===== src/rtl/rover_mission_controller_if.sv =====
// Mission-controller bus: locator, path-calculator and IR-transmitter handshakes
// plus mission status. The controller connects through the slave modport.
interface rover_mission_controller_if;
  logic        go;
  logic        abort;
  logic [3:0]  target_location;
  logic [11:0] rover_location;
  logic        loc_valid;
  logic        loc_request;
  logic        calc_enable;
  logic        calc_orientation_done;
  logic [11:0] move_command;
  logic [11:0] tx_command;
  logic        tx_start;
  logic        tx_busy;
  logic        busy;
  logic        arrived;
  logic        failed;
  logic [3:0]  pass_count;
  logic [3:0]  state;

  modport slave (
    input  go, abort, target_location, rover_location, loc_valid,
           calc_orientation_done, move_command, tx_busy,
    output loc_request, calc_enable, tx_command, tx_start, busy, arrived,
           failed, pass_count, state
  );

  modport master (
    output go, abort, target_location, rover_location, loc_valid,
           calc_orientation_done, move_command, tx_busy,
    input  loc_request, calc_enable, tx_command, tx_start, busy, arrived,
           failed, pass_count, state
  );
endinterface


===== src/rtl/rover_mission_controller.sv =====
// Move-measure-correct mission sequencer for the rover.
// Optional TX_WAIT/SCAN watchdog enabled by defining MISSION_TIMEOUT_EN.
module rover_mission_controller #(
  parameter logic [23:0] SETTLE_CYCLES  = 24'd2_700_000,
  parameter logic [3:0]  MAX_PASSES     = 4'd8,
  parameter logic [7:0]  CLOSE_R        = 8'd10,
  parameter logic [23:0] TIMEOUT_CYCLES = 24'd13_500_000
) (
  input  logic                        clock,
  input  logic                        reset,
  rover_mission_controller_if.slave   bus
);

  localparam int unsigned CNT_W  = 24;
  localparam int unsigned LOC_W  = 12;
  localparam int unsigned PASS_W = 4;

  // A settle length of zero behaves as a single cycle.
  localparam logic [CNT_W-1:0] SETTLE_LAST =
    (SETTLE_CYCLES == 24'd0) ? 24'd0 : SETTLE_CYCLES - 24'd1;
  localparam logic [CNT_W-1:0] CMD_WAIT_LAST = 24'd1;
  localparam logic [PASS_W-1:0] PASS_SAT = 4'hF;

  typedef enum logic [3:0] {
    IDLE     = 4'd0,
    ARM      = 4'd1,
    CMD_WAIT = 4'd2,
    TX_START = 4'd3,
    TX_WAIT  = 4'd4,
    SETTLE   = 4'd5,
    SCAN     = 4'd6,
    CALC     = 4'd7,
    CHECK    = 4'd8
  } state_e;

  state_e              state_q, state_d;
  logic [CNT_W-1:0]    cnt_q, cnt_d;
  logic [3:0]          target_q, target_d;
  logic [LOC_W-1:0]    loc_q, loc_d;
  logic                seen_busy_q, seen_busy_d;
  logic [PASS_W-1:0]   pass_count_q, pass_count_d;
  logic                arrived_q, arrived_d;
  logic                failed_q, failed_d;
  logic                busy_q, busy_d;
  logic [LOC_W-1:0]    tx_command_q, tx_command_d;
  logic                calc_enable_q, calc_enable_d;
  logic                loc_request_q, loc_request_d;
  logic                tx_start_q, tx_start_d;
  logic [PASS_W-1:0]   pass_next;
  logic                at_target;

`ifdef MISSION_TIMEOUT_EN
  localparam logic [CNT_W-1:0] WD_LAST =
    (TIMEOUT_CYCLES == 24'd0) ? 24'd0 : TIMEOUT_CYCLES - 24'd1;
  logic [CNT_W-1:0] wd_q, wd_d;
  logic             wd_expired;
`else
  logic [CNT_W-1:0] timeout_unused;
  assign timeout_unused = TIMEOUT_CYCLES;
`endif

  // Pass counter saturates so it can never wrap past the budget compare.
  assign pass_next = (pass_count_q == PASS_SAT) ? pass_count_q
                                                : pass_count_q + PASS_W'(1);
  assign at_target = (loc_q[11:8] == target_q) && (loc_q[7:0] <= CLOSE_R);

`ifdef MISSION_TIMEOUT_EN
  assign wd_expired = (wd_q >= WD_LAST);
`endif

  always_comb begin
    state_d       = state_q;
    cnt_d         = cnt_q;
    target_d      = target_q;
    loc_d         = loc_q;
    seen_busy_d   = seen_busy_q;
    pass_count_d  = pass_count_q;
    arrived_d     = arrived_q;
    failed_d      = failed_q;
    tx_command_d  = tx_command_q;
    calc_enable_d = 1'b0;
    tx_start_d    = 1'b0;

    case (state_q)
      IDLE: begin
        if (bus.go) begin
          arrived_d    = 1'b0;
          failed_d     = 1'b0;
          pass_count_d = '0;
          target_d     = bus.target_location;
          state_d      = ARM;
        end
      end
      ARM: begin
        calc_enable_d = 1'b1;
        cnt_d         = '0;
        state_d       = CMD_WAIT;
      end
      CMD_WAIT: begin
        if (cnt_q == CMD_WAIT_LAST) begin
          tx_command_d = bus.move_command;
          state_d      = TX_START;
        end else begin
          cnt_d = cnt_q + CNT_W'(1);
        end
      end
      TX_START: begin
        tx_start_d  = 1'b1;
        seen_busy_d = 1'b0;
        state_d     = TX_WAIT;
      end
      TX_WAIT: begin
        if (bus.tx_busy) begin
          seen_busy_d = 1'b1;
        end
        if (!bus.tx_busy && seen_busy_q) begin
          cnt_d   = '0;
          state_d = SETTLE;
        end
`ifdef MISSION_TIMEOUT_EN
        else if (wd_expired) begin
          failed_d = 1'b1;
          state_d  = IDLE;
        end
`endif
      end
      SETTLE: begin
        if (cnt_q >= SETTLE_LAST) begin
          state_d = SCAN;
        end else begin
          cnt_d = cnt_q + CNT_W'(1);
        end
      end
      SCAN: begin
        if (bus.loc_valid) begin
          loc_d         = bus.rover_location;
          calc_enable_d = 1'b1;
          state_d       = CALC;
        end
`ifdef MISSION_TIMEOUT_EN
        else if (wd_expired) begin
          failed_d = 1'b1;
          state_d  = IDLE;
        end
`endif
      end
      CALC: begin
        if (bus.calc_orientation_done) begin
          state_d = CHECK;
        end
      end
      CHECK: begin
        if (at_target) begin
          arrived_d = 1'b1;
          state_d   = IDLE;
        end else begin
          pass_count_d = pass_next;
          if (pass_next == MAX_PASSES) begin
            failed_d = 1'b1;
            state_d  = IDLE;
          end else begin
            state_d = ARM;
          end
        end
      end
      default: state_d = IDLE;
    endcase

    loc_request_d = (state_d == SCAN) && (state_q != SCAN);

    // Abort wins over everything and leaves mission status untouched.
    if (bus.abort) begin
      state_d       = IDLE;
      arrived_d     = arrived_q;
      failed_d      = failed_q;
      pass_count_d  = pass_count_q;
      target_d      = target_q;
      tx_command_d  = tx_command_q;
      calc_enable_d = 1'b0;
      loc_request_d = 1'b0;
      tx_start_d    = 1'b0;
    end

    busy_d = (state_d != IDLE);
  end

`ifdef MISSION_TIMEOUT_EN
  // Shared watchdog restarts on every state change and counts only while waiting.
  always_comb begin
    wd_d = wd_q;
    if (state_d != state_q) begin
      wd_d = '0;
    end else if ((state_q == TX_WAIT) || (state_q == SCAN)) begin
      wd_d = wd_q + CNT_W'(1);
    end
  end

  always_ff @(posedge clock or negedge reset) begin
    if (!reset) begin
      wd_q <= '0;
    end else begin
      wd_q <= wd_d;
    end
  end
`endif

  always_ff @(posedge clock or negedge reset) begin
    if (!reset) begin
      state_q       <= IDLE;
      cnt_q         <= '0;
      target_q      <= '0;
      loc_q         <= '0;
      seen_busy_q   <= 1'b0;
      pass_count_q  <= '0;
      arrived_q     <= 1'b0;
      failed_q      <= 1'b0;
      busy_q        <= 1'b0;
      tx_command_q  <= '0;
      calc_enable_q <= 1'b0;
      loc_request_q <= 1'b0;
      tx_start_q    <= 1'b0;
    end else begin
      state_q       <= state_d;
      cnt_q         <= cnt_d;
      target_q      <= target_d;
      loc_q         <= loc_d;
      seen_busy_q   <= seen_busy_d;
      pass_count_q  <= pass_count_d;
      arrived_q     <= arrived_d;
      failed_q      <= failed_d;
      busy_q        <= busy_d;
      tx_command_q  <= tx_command_d;
      calc_enable_q <= calc_enable_d;
      loc_request_q <= loc_request_d;
      tx_start_q    <= tx_start_d;
    end
  end

  assign bus.state       = state_q;
  assign bus.busy        = busy_q;
  assign bus.arrived     = arrived_q;
  assign bus.failed      = failed_q;
  assign bus.pass_count  = pass_count_q;
  assign bus.tx_command  = tx_command_q;
  assign bus.calc_enable = calc_enable_q;
  assign bus.loc_request = loc_request_q;
  assign bus.tx_start    = tx_start_q;

endmodule


===== src/flat_wrapper.sv =====
// flat-port wrapper written by rule: the top's interface ports become plain ports
module rover_mission_controller_flat 
#(
  parameter logic [23:0] SETTLE_CYCLES  = 24'd2_700_000,
  parameter logic [3:0]  MAX_PASSES     = 4'd8,
  parameter logic [7:0]  CLOSE_R        = 8'd10,
  parameter logic [23:0] TIMEOUT_CYCLES = 24'd13_500_000
)
  (clock, reset, bus_go, bus_abort, bus_target_location, bus_rover_location, bus_loc_valid, bus_calc_orientation_done, bus_move_command, bus_tx_busy, bus_loc_request, bus_calc_enable, bus_tx_command, bus_tx_start, bus_busy, bus_arrived, bus_failed, bus_pass_count, bus_state);
  rover_mission_controller_if bus_i ();
  input  logic clock;
  input  logic reset;
  input wire logic [$bits(bus_i.go)-1:0] bus_go;
  input wire logic [$bits(bus_i.abort)-1:0] bus_abort;
  input wire logic [$bits(bus_i.target_location)-1:0] bus_target_location;
  input wire logic [$bits(bus_i.rover_location)-1:0] bus_rover_location;
  input wire logic [$bits(bus_i.loc_valid)-1:0] bus_loc_valid;
  input wire logic [$bits(bus_i.calc_orientation_done)-1:0] bus_calc_orientation_done;
  input wire logic [$bits(bus_i.move_command)-1:0] bus_move_command;
  input wire logic [$bits(bus_i.tx_busy)-1:0] bus_tx_busy;
  output wire logic [$bits(bus_i.loc_request)-1:0] bus_loc_request;
  output wire logic [$bits(bus_i.calc_enable)-1:0] bus_calc_enable;
  output wire logic [$bits(bus_i.tx_command)-1:0] bus_tx_command;
  output wire logic [$bits(bus_i.tx_start)-1:0] bus_tx_start;
  output wire logic [$bits(bus_i.busy)-1:0] bus_busy;
  output wire logic [$bits(bus_i.arrived)-1:0] bus_arrived;
  output wire logic [$bits(bus_i.failed)-1:0] bus_failed;
  output wire logic [$bits(bus_i.pass_count)-1:0] bus_pass_count;
  output wire logic [$bits(bus_i.state)-1:0] bus_state;
  assign bus_i.go = bus_go;
  assign bus_i.abort = bus_abort;
  assign bus_i.target_location = bus_target_location;
  assign bus_i.rover_location = bus_rover_location;
  assign bus_i.loc_valid = bus_loc_valid;
  assign bus_i.calc_orientation_done = bus_calc_orientation_done;
  assign bus_i.move_command = bus_move_command;
  assign bus_i.tx_busy = bus_tx_busy;
  assign bus_loc_request = bus_i.loc_request;
  assign bus_calc_enable = bus_i.calc_enable;
  assign bus_tx_command = bus_i.tx_command;
  assign bus_tx_start = bus_i.tx_start;
  assign bus_busy = bus_i.busy;
  assign bus_arrived = bus_i.arrived;
  assign bus_failed = bus_i.failed;
  assign bus_pass_count = bus_i.pass_count;
  assign bus_state = bus_i.state;
  rover_mission_controller #(.SETTLE_CYCLES(SETTLE_CYCLES), .MAX_PASSES(MAX_PASSES), .CLOSE_R(CLOSE_R), .TIMEOUT_CYCLES(TIMEOUT_CYCLES)) u_core (.clock(clock), .reset(reset), .bus(bus_i));
endmodule

===== config.mk =====
export PLATFORM = sky130hd
export DESIGN_NAME = rover_mission_controller_flat
export DESIGN_NICKNAME = d
export VERILOG_FILES = /design/src/rtl/rover_mission_controller_if.sv /design/src/rtl/rover_mission_controller.sv /design/src/flat_wrapper.sv
export SDC_FILE = /design/constraint.sdc
export NUM_CORES = 1
export LEC_CHECK = 0
export CAP_MARGIN = 20
export CORE_UTILIZATION = 40
export DETAILED_ROUTE_END_ITERATION = 6
export GPL_ROUTABILITY_DRIVEN = 0
export PLACE_DENSITY_LB_ADDON = 0.15
export SLEW_MARGIN = 0
export SYNTH_ARGS = -nofsm -noshare
export SYNTH_HDL_FRONTEND = slang
export SYNTH_SLANG_ARGS = --single-unit
export TNS_END_PERCENT = 30

===== constraint.sdc =====
create_clock -name clock -period 5.85 [get_ports clock]
set_input_delay 0.8775 -clock clock [delete_from_list [all_inputs] [get_ports clock]]
set_output_delay 0.8775 -clock clock [all_outputs]
set_load 0.05 [all_outputs]

==> impl_results.md, run 1 <==
* Synth top area share at 47.8%
* Hold buffers post-CTS at 0
* CTS Buf Count at 9
* Power, Total at between 1 and 1.5 mW
* Detail Placement HPWL at 5460 um
* Slowest-stage cell, CP: nor2_1
* F_max at roughly 330 MHz
* Most used DFF post-synth: dfrtp_1
* Synthesis-to-finish area growth at 23.5%
* Overflow after GRT at 0
* CP Capture Type: register
* Layout cells sized above 1 at 12.0%
* Vias in the first global route at around 2,800
* Max cap viols at 0
* Worst slew pin tran at 0.901 ns
* Vias post-DR at 2,963
* # clock sinks at between 60 and 70
* WL/cell at 15.0 um
* Register Area at 1680 um^2
* Tot GR Track Use at 18.7%
* Setup Skew at 0.0105 ns
* Clock group share of total power at 26.8%
* Fillers at 746
* Placed instance area at roughly 4200 um^2
* Max Slew Vio Count at 0
* WP data arrival at 3.19 ns
* Sequential share of the synthesized area at 47.8%
* Cell accounting for the most synthesized area: dfrtp_1
* Hold WC Path Type: register to register
* Synth cell types at 54
* Final Routed Wirelength at 7820 um
* CTS-repair resized insts at 0
* Power density over cell area at 282 nW/um^2
* Layout Nets at 449
* Clk pin slew, worst setup/hold paths at 0.07 ns
* Synth async-reset ratio at 100%
* Die area at 9150 um^2
* Die height at 95.6 um
* Iteration-0 DRC Markers at 152
* Placed cells at 505
* Width of the die at 95.6 um
* Initial antenna violation count at 0
* Worst-path fanout max at 24
* P_int at about 0.81 mW
* Post-synth top cells: 67 x dfrtp_1, 28 x a21oi_1, 28 x mux2_2
* Later-pin clock latency in the skew report at roughly 0.34 ns
* P_sw at ~0.41 mW
* Final setup vio count at 0
* Final min period at 3.01 ns
* Cell count after synthesis at 356
* First-pass GRT wire length at 13,200 um
* Netlist Area Pre-Place at 3510 um^2
* Syn avg cell area at 9.85 um^2
* Starting Density at 42.0%
* Util after Layout at roughly 52%
* FF-to-FF setup slack at between 2 and 3 ns
* I/O pins at 61
* Non-filler cells, final at 520
* Area of the multi-input gates at 1700 um^2
* Vias per cell at ~5.7
* Critical-path cell list: nor4bb_1 > o21ai_0 > nor2_1 > buf_4 > or3_1 > a21oi_1
* Post-Syn Nets at 394
* Run status: finished clean
* CTS max path bufs at 2
* WP data required at 6.03 ns
* Synth area leaders: dfrtp_1 48%, mux2_2 9.0%, a21oi_1 4.0%
* RSZ-0062 raised after global routing: no
* Standard-cell row count at 33
* Max-slew headroom at around 40%
* Antenna Cells at 0
* Post-CTS Setup Bufs at 0
* Core ar. at roughly 8300 um^2
* Remaining antenna violation count at 0
* Setup CP Type: register to register
* Most frequent cell after synthesis: dfrtp_1
* Final hold violations at 0
* Crit share post-route at between 50% and 60%
* Post-synth EDFFs at 0
* Drt pass-1 iters at 4
* Net Sw Frac at 33.7%
* Leakage at 1.85 nW
* Final hold slack at 0.504 ns
* Yosys reg bits at 67
* Flop pwr share at between 40 and 50%
* Root Driver: clkbuf_8
* Post-route cell area at 4330 um^2
* CTS tree: done
* Worst setup SP type: register
* TNS Setup at 0 ns
* H-tree Lvls at 3
* Maximum VDD drop at 0.104 mV
* Comb pwr share at 28.6%
* Number of remaining DRC errors at 0
* Setup WS pre-CTS at between 2 and 3 ns
* Fin worst setup slack at 2.84 ns
* Largest net degree at the start of global routing at between 60 and 70
* Synth warn at 0
* I/O Buffers at 60
* Worst path max stage delay at 0.75 ns
[cell families after synthesis]
group                    after synthesis  synth area share (%)
adder cells (fa/ha/maj)                3                  1.07
AO/OA/AOI/OAI                         85                  15.2
XOR/XNOR                               4                 0.999
multiplexers                          29                  9.28
flip-flops                            67                  47.8
AND/OR/NAND/NOR                      138                  22.1
buffers and inverters                 30                  3.60
[worst max-delay path, delay by kind of cell, from the launching register on]
family | cells | cell delay [ns]
AND/OR/NAND/NOR | 3 | 1.52
buffers and inverters | 1 | 0.37
AO/OA/AOI/OAI | 2 | 0.36
flip-flops | 1 | 0.59
[power by group through the flow]
stage | registers, mW | clock network (mW) | logic [mW]
6_report | 0.545 | 0.327 | 0.349
5_1_grt | 0.553 | 0.363 | 0.376
4_1_cts | 0.545 | 0.341 | 0.352
3_5_place_dp | 0.554 | 0 | 0.351
3_3_place_gp | 0.552 | 0 | 0.348
2_1_floorplan | 0.674 | 0 | 0.0996
[flip-flops by register name (all words and copies together) (netlist names)]
| signal | count |
|---|---|
| u_core.seen_busy_q | 1 |
| u_core.target_q | 4 |
| u_core.bus.arrived | 1 |
| u_core.bus.loc_request | 1 |
| u_core.bus.tx_command | 12 |
| u_core.bus.calc_enable | 1 |
| u_core.loc_q | 12 |
| u_core.bus.busy | 1 |
| u_core.cnt_q | 24 |
| u_core.bus.pass_count | 4 |
| u_core.bus.tx_start | 1 |
| u_core.bus.state | 4 |
| u_core.bus.failed | 1 |
[cell usage in the layout (no fill, tap or decap), drive strengths merged, types with 2 or more instances in the layout]
cell           instances
a211oi                 3
a21o                   2
a21oi                 28
a31oi                  3
a41oi                  2
and2                   3
and3                   9
and4                   2
buf                    4
clkbuf                12
clkdlybuf4s50         59
clkinv                 3
dfrtp                 67
ha                     3
inv                   11
mux2                  28
nand2                 26
nand2b                 3
nand3                 14
nand3b                 2
nand4                 11
nor2                  21
nor2b                  3
nor3                   7
nor3b                  2
nor4                   6
o211ai                 5
o21ai                 22
o311ai                 3
o31ai                  7
or2                    2
or3                   13
or4                   10
xnor2                  3
[routing by layer]
metal / part of all wire [%] / up-vias / wire length (um) / GRT usage, %
met3: 5.4 / 7 / 420 / 3.43
li1: - / 1448 / - / -
met1: 47 / 1427 / 3650 / 25.8
met2: 47 / 81 / 3660 / 29.2
met5: 0 / - / 0 / 0
met4: 1.1 / 0 / 89 / 7.34
[final timing paths]
| check | end | startpoint | cells past startpoint |
|---|---|---|---|
| setup / recovery | u_core.cnt_q[6] | u_core.bus.state[0] | 6 |
| hold / removal | u_core.loc_q[4] | u_core.loc_q[4] | 1 |
| setup reg to reg | u_core.cnt_q[6] | u_core.bus.state[0] | 6 |
| hold reg to reg | u_core.loc_q[4] | u_core.loc_q[4] | 1 |
| max in group asynchronous | u_core.target_q[0] | reset | 2 |
| min in group asynchronous | u_core.cnt_q[19] | reset | 2 |
[area by class of cell]
cell class	instances	share of cell area, %
clock inverter	3	0.347
clock buffer	12	3.35
multi-input combinational	259	39.3
inverter	11	0.953
timing repair buffer	63	14.3
sequential	67	38.7
tap	105	3.03
Power figures use the tool's default switching activity.
==> inputs of run 2 (changes only) <==
==> constraint.sdc (replaced) <==
create_clock -name clock -period 2.8 [get_ports clock]
set_input_delay 0.42 -clock clock [delete_from_list [all_inputs] [get_ports clock]]
set_output_delay 0.42 -clock clock [all_outputs]
set_load 0.05 [all_outputs]
==> impl_results.md, run 2 (same netlist as run 1, synthesis figures left out) <==
* Fin worst setup slack at 0.264 ns (was 2.84 ns)
* Layout Nets at 465 (was 449)
* WP data required at 3.04 ns (was 6.03 ns)
* F_max at 394 MHz (was 332 MHz)
* Final min period at 2.54 ns (was 3.01 ns)
* Max-slew headroom at 61.4% (was 39.7%)
* Leakage at 1.95 nW (was 1.85 nW)
* Synthesis-to-finish area growth at 27.9% (was 23.5%)
* Vias in the first global route at 2,911 (was 2,784)
* Setup Skew at 0.0126 ns (was 0.0105 ns)
* Met1 Use GR at 26.1% (was 25.8%)
* Area of the multi-input gates at 1700 um^2 (unchanged)
* Antenna Cells at 0 (unchanged)
* Worst setup SP type: register (unchanged)
* Layout cells sized above 1 at 15.5% (was 12.0%)
* Starting Density at 42.0% (unchanged)
* Largest net degree at the start of global routing at 27 (was 68)
* Largest Register: u_core.cnt_q (unchanged)
* Crit share post-route at 90.6% (was 51.5%)
* Commonest non-fill, non-tap cell in the layout: dfrtp_1 (unchanged)
* M3 GR Usage at 3.43% (unchanged)
* Die height at 95.6 um (unchanged)
* Max cap viols at 0 (unchanged)
* H-tree Lvls at 3 (unchanged)
* Final setup vio count at 0 (unchanged)
* Power, Total at 2.69 mW (was 1.22 mW)
* Register Area at 1680 um^2 (unchanged)
* Iteration-0 DRC Markers at 212 (was 152)
* Die area at 9150 um^2 (unchanged)
* Worst slew pin tran at 0.579 ns (was 0.901 ns)
* # clock sinks at 67 (unchanged)
* Setup CP Type: register to register (unchanged)
* Worst hold endpoint: u_core.loc_q[5] (was u_core.loc_q[4])
* CP Capture Type: register (unchanged)
* Core ar. at 8340 um^2 (unchanged)
* Maximum VDD drop at 0.251 mV (was 0.104 mV)
* R2R cell count at 6 (unchanged)
* Vias per cell at 5.62 (was 5.70)
* Final hold violations at 0 (unchanged)
* Final Routed Wirelength at 8110 um (was 7820 um)
* Power density over cell area at 600 nW/um^2 (was 282 nW/um^2)
* Post-route cell area at 4490 um^2 (was 4330 um^2)
* Setup WS pre-CTS at 0.230 ns (was 2.70 ns)
* Fillers at 764 (was 746)
* Standard-cell row count at 33 (unchanged)
* Clk pin slew, worst setup/hold paths at 0.07 ns (about the same)
* RSZ-0062 raised after global routing: no (unchanged)
* Met2 Resource Use GR at 30.7% (was 29.2%)
* Hold depth at 1 (unchanged)
* Number of flip-flops under the largest register name at 24 (unchanged)
* Number of remaining DRC errors at 0 (unchanged)
* I/O pins at 61 (unchanged)
* WP data arrival at 2.77 ns (was 3.19 ns)
* Tot GR Track Use at 19.7% (was 18.7%)
* Top Usage Layer GRT: met2 (unchanged)
* Width of the die at 95.6 um (unchanged)
* Overflow after GRT at 0 (unchanged)
* Most frequent cells in the layout: 67 x dfrtp_1, 59 x clkdlybuf4s50_1, 28 x a21oi_1, 28 x mux2_2, 26 x nand2_1 (unchanged)
* I/O Buffers at 60 (unchanged)
* Critical R2R Launch: u_core.cnt_q[22] (was u_core.bus.state[0])
* Hold Path Origin: u_core.loc_q[5] (was u_core.loc_q[4])
* Vias post-DR at 3,011 (was 2,963)
* Drt pass-1 iters at 5 (was 4)
* Worst-path fanout max at 12 (was 24)
* CTS Buf Count at 9 (unchanged)
* WL/cell at 15.1 um (was 15.0 um)
* Run status: finished clean (unchanged)
* FF-to-FF setup slack at 0.26 ns (was 2.84 ns)
* CTS max path bufs at 2 (unchanged)
* Max Slew Vio Count at 0 (unchanged)
* Hold WC Path Type: register to register (unchanged)
* Detail Placement HPWL at 5860 um (was 5460 um)
* First-pass GRT wire length at 13,600 um (was 13,200 um)
* R2R Path End: u_core.bus.tx_command[0] (was u_core.cnt_q[6])
* CTS tree: done (unchanged)
* Post-CTS Setup Bufs at 0 (unchanged)
* Initial antenna violation count at 0 (unchanged)
* Remaining antenna violation count at 0 (unchanged)
* TNS Setup at 0 ns (unchanged)
* Root Driver: clkbuf_8 (unchanged)
* Later-pin clock latency in the skew report at 0.36 ns (was 0.34 ns)
* Placed instance area at 4280 um^2 (was 4170 um^2)
-- run 2: cell count changes in the layout (fill, tap and decap cells not counted), sizes merged --
cell / change
buf: +15
clkbuf: -2
bufinv: +1
clkinv: +1
dlygate4sd3: +1
-- run 2: how the worst max path moves through the flow --
stage / from / endpoint / slack [ns] / depth (start not counted)
3_5_place_dp: bus_tx_busy / u_core.cnt_q[20] / 0.23 / 9
4_1_cts: u_core.cnt_q[22] / u_core.bus.tx_command[0] / 0.25 / 6
5_1_grt: u_core.cnt_q[22] / u_core.bus.tx_command[7] / 0.17 / 6
3_3_place_gp: bus_tx_busy / u_core.cnt_q[22] / 0.28 / 8
6_report: u_core.cnt_q[22] / u_core.bus.tx_command[0] / 0.26 / 6
2_1_floorplan: u_core.bus.state[0] / u_core.cnt_q[22] / 0.27 / 8
-- run 2: final cells by class --
class / instances / area share [%]
Tap cell: 105 / 2.93
Timing Repair Buffer: 79 / 16.5
Inverter: 11 / 0.921
Clock inverter: 5 / 1.20
Clock buffer: 10 / 3.07
Multi-Input combinational cell: 259 / 38.0
Sequential cell: 67 / 37.4
-- run 2: critical path, stage by stage, from the launching register on --
cell and delay, ns:
dfrtp_1 0.43, or4_1 0.53, or2_1 0.25, or4_4 0.50, nor4_4 0.13, buf_4 0.23, mux2_2 0.35
-- run 2: timing repair --
action                                 4_1_cts  5_1_grt
resized for setup                            0        0
endpoints found under the hold margin       10        0
hold buffers                                 1        0
-- run 2: routing by layer --
layer | wire length, um | up-vias
met3 | 488 | 11
met5 | 0 | -
met1 | 3840 | 1436
li1 | - | 1464
met2 | 3660 | 100
met4 | 130 | 0
-- run 2: report_power, final --
group          switching, mW  internal (mW)
combinational          0.450          0.302
clock                  0.373          0.427
sequential            0.0674           1.07
-- run 2: stage by stage --
| step | instances | util [%] | hold slack, ns |
|---|---|---|---|
| global route | 536 | 53.8 | 0.520 |
| detailed placement | 520 | 51.4 | 0.383 |
| finish | 536 | 53.8 | 0.498 |
| global placement | 520 | 51.4 | 0.372 |
| CTS | 536 | 53.8 | 0.505 |
| floorplan | 356 | - | 0.124 |
==> inputs of run 3 (changes only) <==
--- a/config.mk
+++ b/config.mk
@@ -10,6 +10,7 @@
 export DETAILED_ROUTE_END_ITERATION = 6
 export GPL_ROUTABILITY_DRIVEN = 0
 export PLACE_DENSITY_LB_ADDON = 0.15
+export REMOVE_ABC_BUFFERS = 1
 export SLEW_MARGIN = 0
 export SYNTH_ARGS = -nofsm -noshare
 export SYNTH_HDL_FRONTEND = slang
==> impl_results.md, run 3 (same netlist as run 1, synthesis figures left out) <==
* Run status: finished clean (unchanged)
* WP data required at 3.02 ns (was 3.04 ns)
* Power density over cell area at 582 nW/um^2 (was 600 nW/um^2)
* Die height at 95.6 um (unchanged)
* Slowest-stage cell, CP: or4_1 (unchanged)
* Starting Density at 42.0% (unchanged)
* CTS tree: done (unchanged)
* Max Slew Vio Count at 0 (unchanged)
* Overflow after GRT at 0 (unchanged)
* Iteration-0 DRC Markers at 127 (was 212)
* Top Usage Layer GRT: met2 (unchanged)
* Number of flip-flops under the largest register name at 24 (unchanged)
* # clock sinks at 67 (unchanged)
* Later-pin clock latency in the skew report at 0.34 ns (was 0.36 ns)
* Vias post-DR at 3,020 (was 3,011)
* Tot GR Track Use at 19.2% (was 19.7%)
* Max-slew headroom at 61.5% (was 61.4%)
* CTS-repair resized insts at 0 (unchanged)
* Hold buffers post-CTS at 0 (was 1)
* H-tree Lvls at 3 (unchanged)
* I/O pins at 61 (unchanged)
* Crit share post-route at 92.9% (was 90.6%)
* Die area at 9150 um^2 (unchanged)
* CTS Buf Count at 9 (unchanged)
* Largest net degree at the start of global routing at 68 (was 27)
* F_max at 385 MHz (was 394 MHz)
* Commonest non-fill, non-tap cell in the layout: dfrtp_1 (unchanged)
* Maximum VDD drop at 0.230 mV (was 0.251 mV)
* Final Routed Wirelength at 8250 um (was 8110 um)
* Fillers at 761 (was 764)
* Final setup vio count at 0 (unchanged)
* Remaining antenna violation count at 0 (unchanged)
* Root Driver: clkbuf_8 (unchanged)
* RSZ-0062 raised after global routing: no (unchanged)
* First-pass GRT wire length at 13,500 um (was 13,600 um)
* Met1 Use GR at 27.1% (was 26.1%)
* Core ar. at 8340 um^2 (unchanged)
* Vias in the first global route at 2,788 (was 2,911)
* Fin worst setup slack at 0.200 ns (was 0.264 ns)
* Setup WS pre-CTS at 0.199 ns (was 0.230 ns)
* CTS max path bufs at 2 (unchanged)
* Clk pin slew, worst setup/hold paths at 0.07 ns (about the same)
* Detail Placement HPWL at 5850 um (was 5860 um)
* Met2 Resource Use GR at 28.9% (was 30.7%)
* Post-CTS Setup Bufs at 0 (unchanged)
* WL/cell at 15.4 um (was 15.1 um)
* Power, Total at 2.61 mW (was 2.69 mW)
* Most frequent cells in the layout: 67 x dfrtp_1, 59 x clkdlybuf4s50_1, 28 x a21oi_1, 28 x mux2_2, 26 x nand2_1 (unchanged)
* WP data arrival at 2.82 ns (was 2.77 ns)
* Antenna Cells at 0 (unchanged)
* Setup CP Type: register to register (unchanged)
* TNS Setup at 0 ns (unchanged)
* Vias per cell at 5.62 (about the same)
* Worst-path fanout max at 12 (unchanged)
* Layout cells sized above 1 at 16.0% (was 15.5%)
* M3 GR Usage at 3.67% (was 3.43%)
* Final hold slack at 0.0937 ns (was 0.498 ns)
* CP Capture Type: register (unchanged)
* Synthesis-to-finish area growth at 27.7% (was 27.9%)
* Crit path buffers/inverters at 1 (unchanged)
* Final min period at 2.60 ns (was 2.54 ns)
* Hold WC Path Type: primary input to async pin (was register to register)
* Top delay family on crit path: simple AND/OR/NAND/NOR gates (unchanged)
* Worst path max stage delay at 0.53 ns (about the same)
* Leakage at 1.94 nW (was 1.95 nW)
* Layout Nets at 466 (was 465)
* Drt pass-1 iters at 4 (was 5)
* Critical-path cell list: or4_1 > or2_1 > or4_4 > nor4_4 > buf_4 > mux2_2 (unchanged)
* Max cap viols at 0 (unchanged)
* Width of the die at 95.6 um (unchanged)
* Initial antenna violation count at 0 (unchanged)
* I/O Buffers at 60 (unchanged)
* Setup Skew at 0.00721 ns (was 0.0126 ns)
* Worst setup SP type: register (unchanged)
* Standard-cell row count at 33 (unchanged)
* Final hold violations at 0 (unchanged)
* Number of remaining DRC errors at 0 (unchanged)
* Largest Register: u_core.cnt_q (unchanged)
* Worst slew pin tran at 0.564 ns (was 0.579 ns)
-- run 3: changes by cell type in the layout (fill, tap and decap cells not counted) --
cell           previous run  this run
clkinvlp_4                0         2
buf_12                    0         1
buf_4                    18        19
bufinv_16                 1         0
clkinv_4                  1         0
dlygate4sd3_1             1         0
-- run 3: per-stage QoR --
stage	cell area (um^2)	cells	utilization, %
after floorplan	3420	337	-
after global placement	4310	522	51.7
after detailed placement	4310	522	51.7
after CTS	4480	537	53.7
after global routing	4480	537	53.7
final	4480	537	53.7
-- run 3: metal layers --
| layer | vias to the layer above | routed length [um] |
|---|---|---|
| met1 | 1462 | 4050 |
| met2 | 68 | 3670 |
| met3 | 11 | 420 |
| li1 | 1479 | - |
| met4 | 0 | 116 |
| met5 | - | 0 |
-- run 3: layout make-up --
| cell class | count | area [um^2] | area share, % |
|---|---|---|---|
| Inverter | 11 | 41.3 | 0.922 |
| Timing Repair Buffer | 80 | 758 | 16.9 |
| Clock inverter | 5 | 30.0 | 0.670 |
| Clock buffer | 10 | 138 | 3.07 |
| Tap cell | 105 | 131 | 2.93 |
| Multi-Input combinational cell | 259 | 1700 | 38.0 |
| Sequential cell | 67 | 1680 | 37.4 |
-- run 3: path summary, 6_finish.rpt --
path	start	to	slack [ns]	depth (start not counted)
worst max-delay path	u_core.cnt_q[22]	u_core.bus.tx_command[8]	0.20	6
worst min-delay path	reset	u_core.cnt_q[15]	0.09	2
worst max register to register	u_core.cnt_q[22]	u_core.bus.tx_command[8]	0.20	6
worst min register to register	u_core.bus.tx_command[5]	u_core.bus.tx_command[5]	0.51	1
max in group asynchronous	reset	u_core.loc_q[1]	2.41	2
min in group clock	u_core.bus.tx_command[5]	u_core.bus.tx_command[5]	0.51	1
-- run 3: power by group --
part           total (mW)  internal [mW]  switching [mW]
registers            1.13           1.07          0.0621
logic               0.763          0.305           0.458
clock network       0.709          0.336           0.374
total                2.61           1.71           0.894
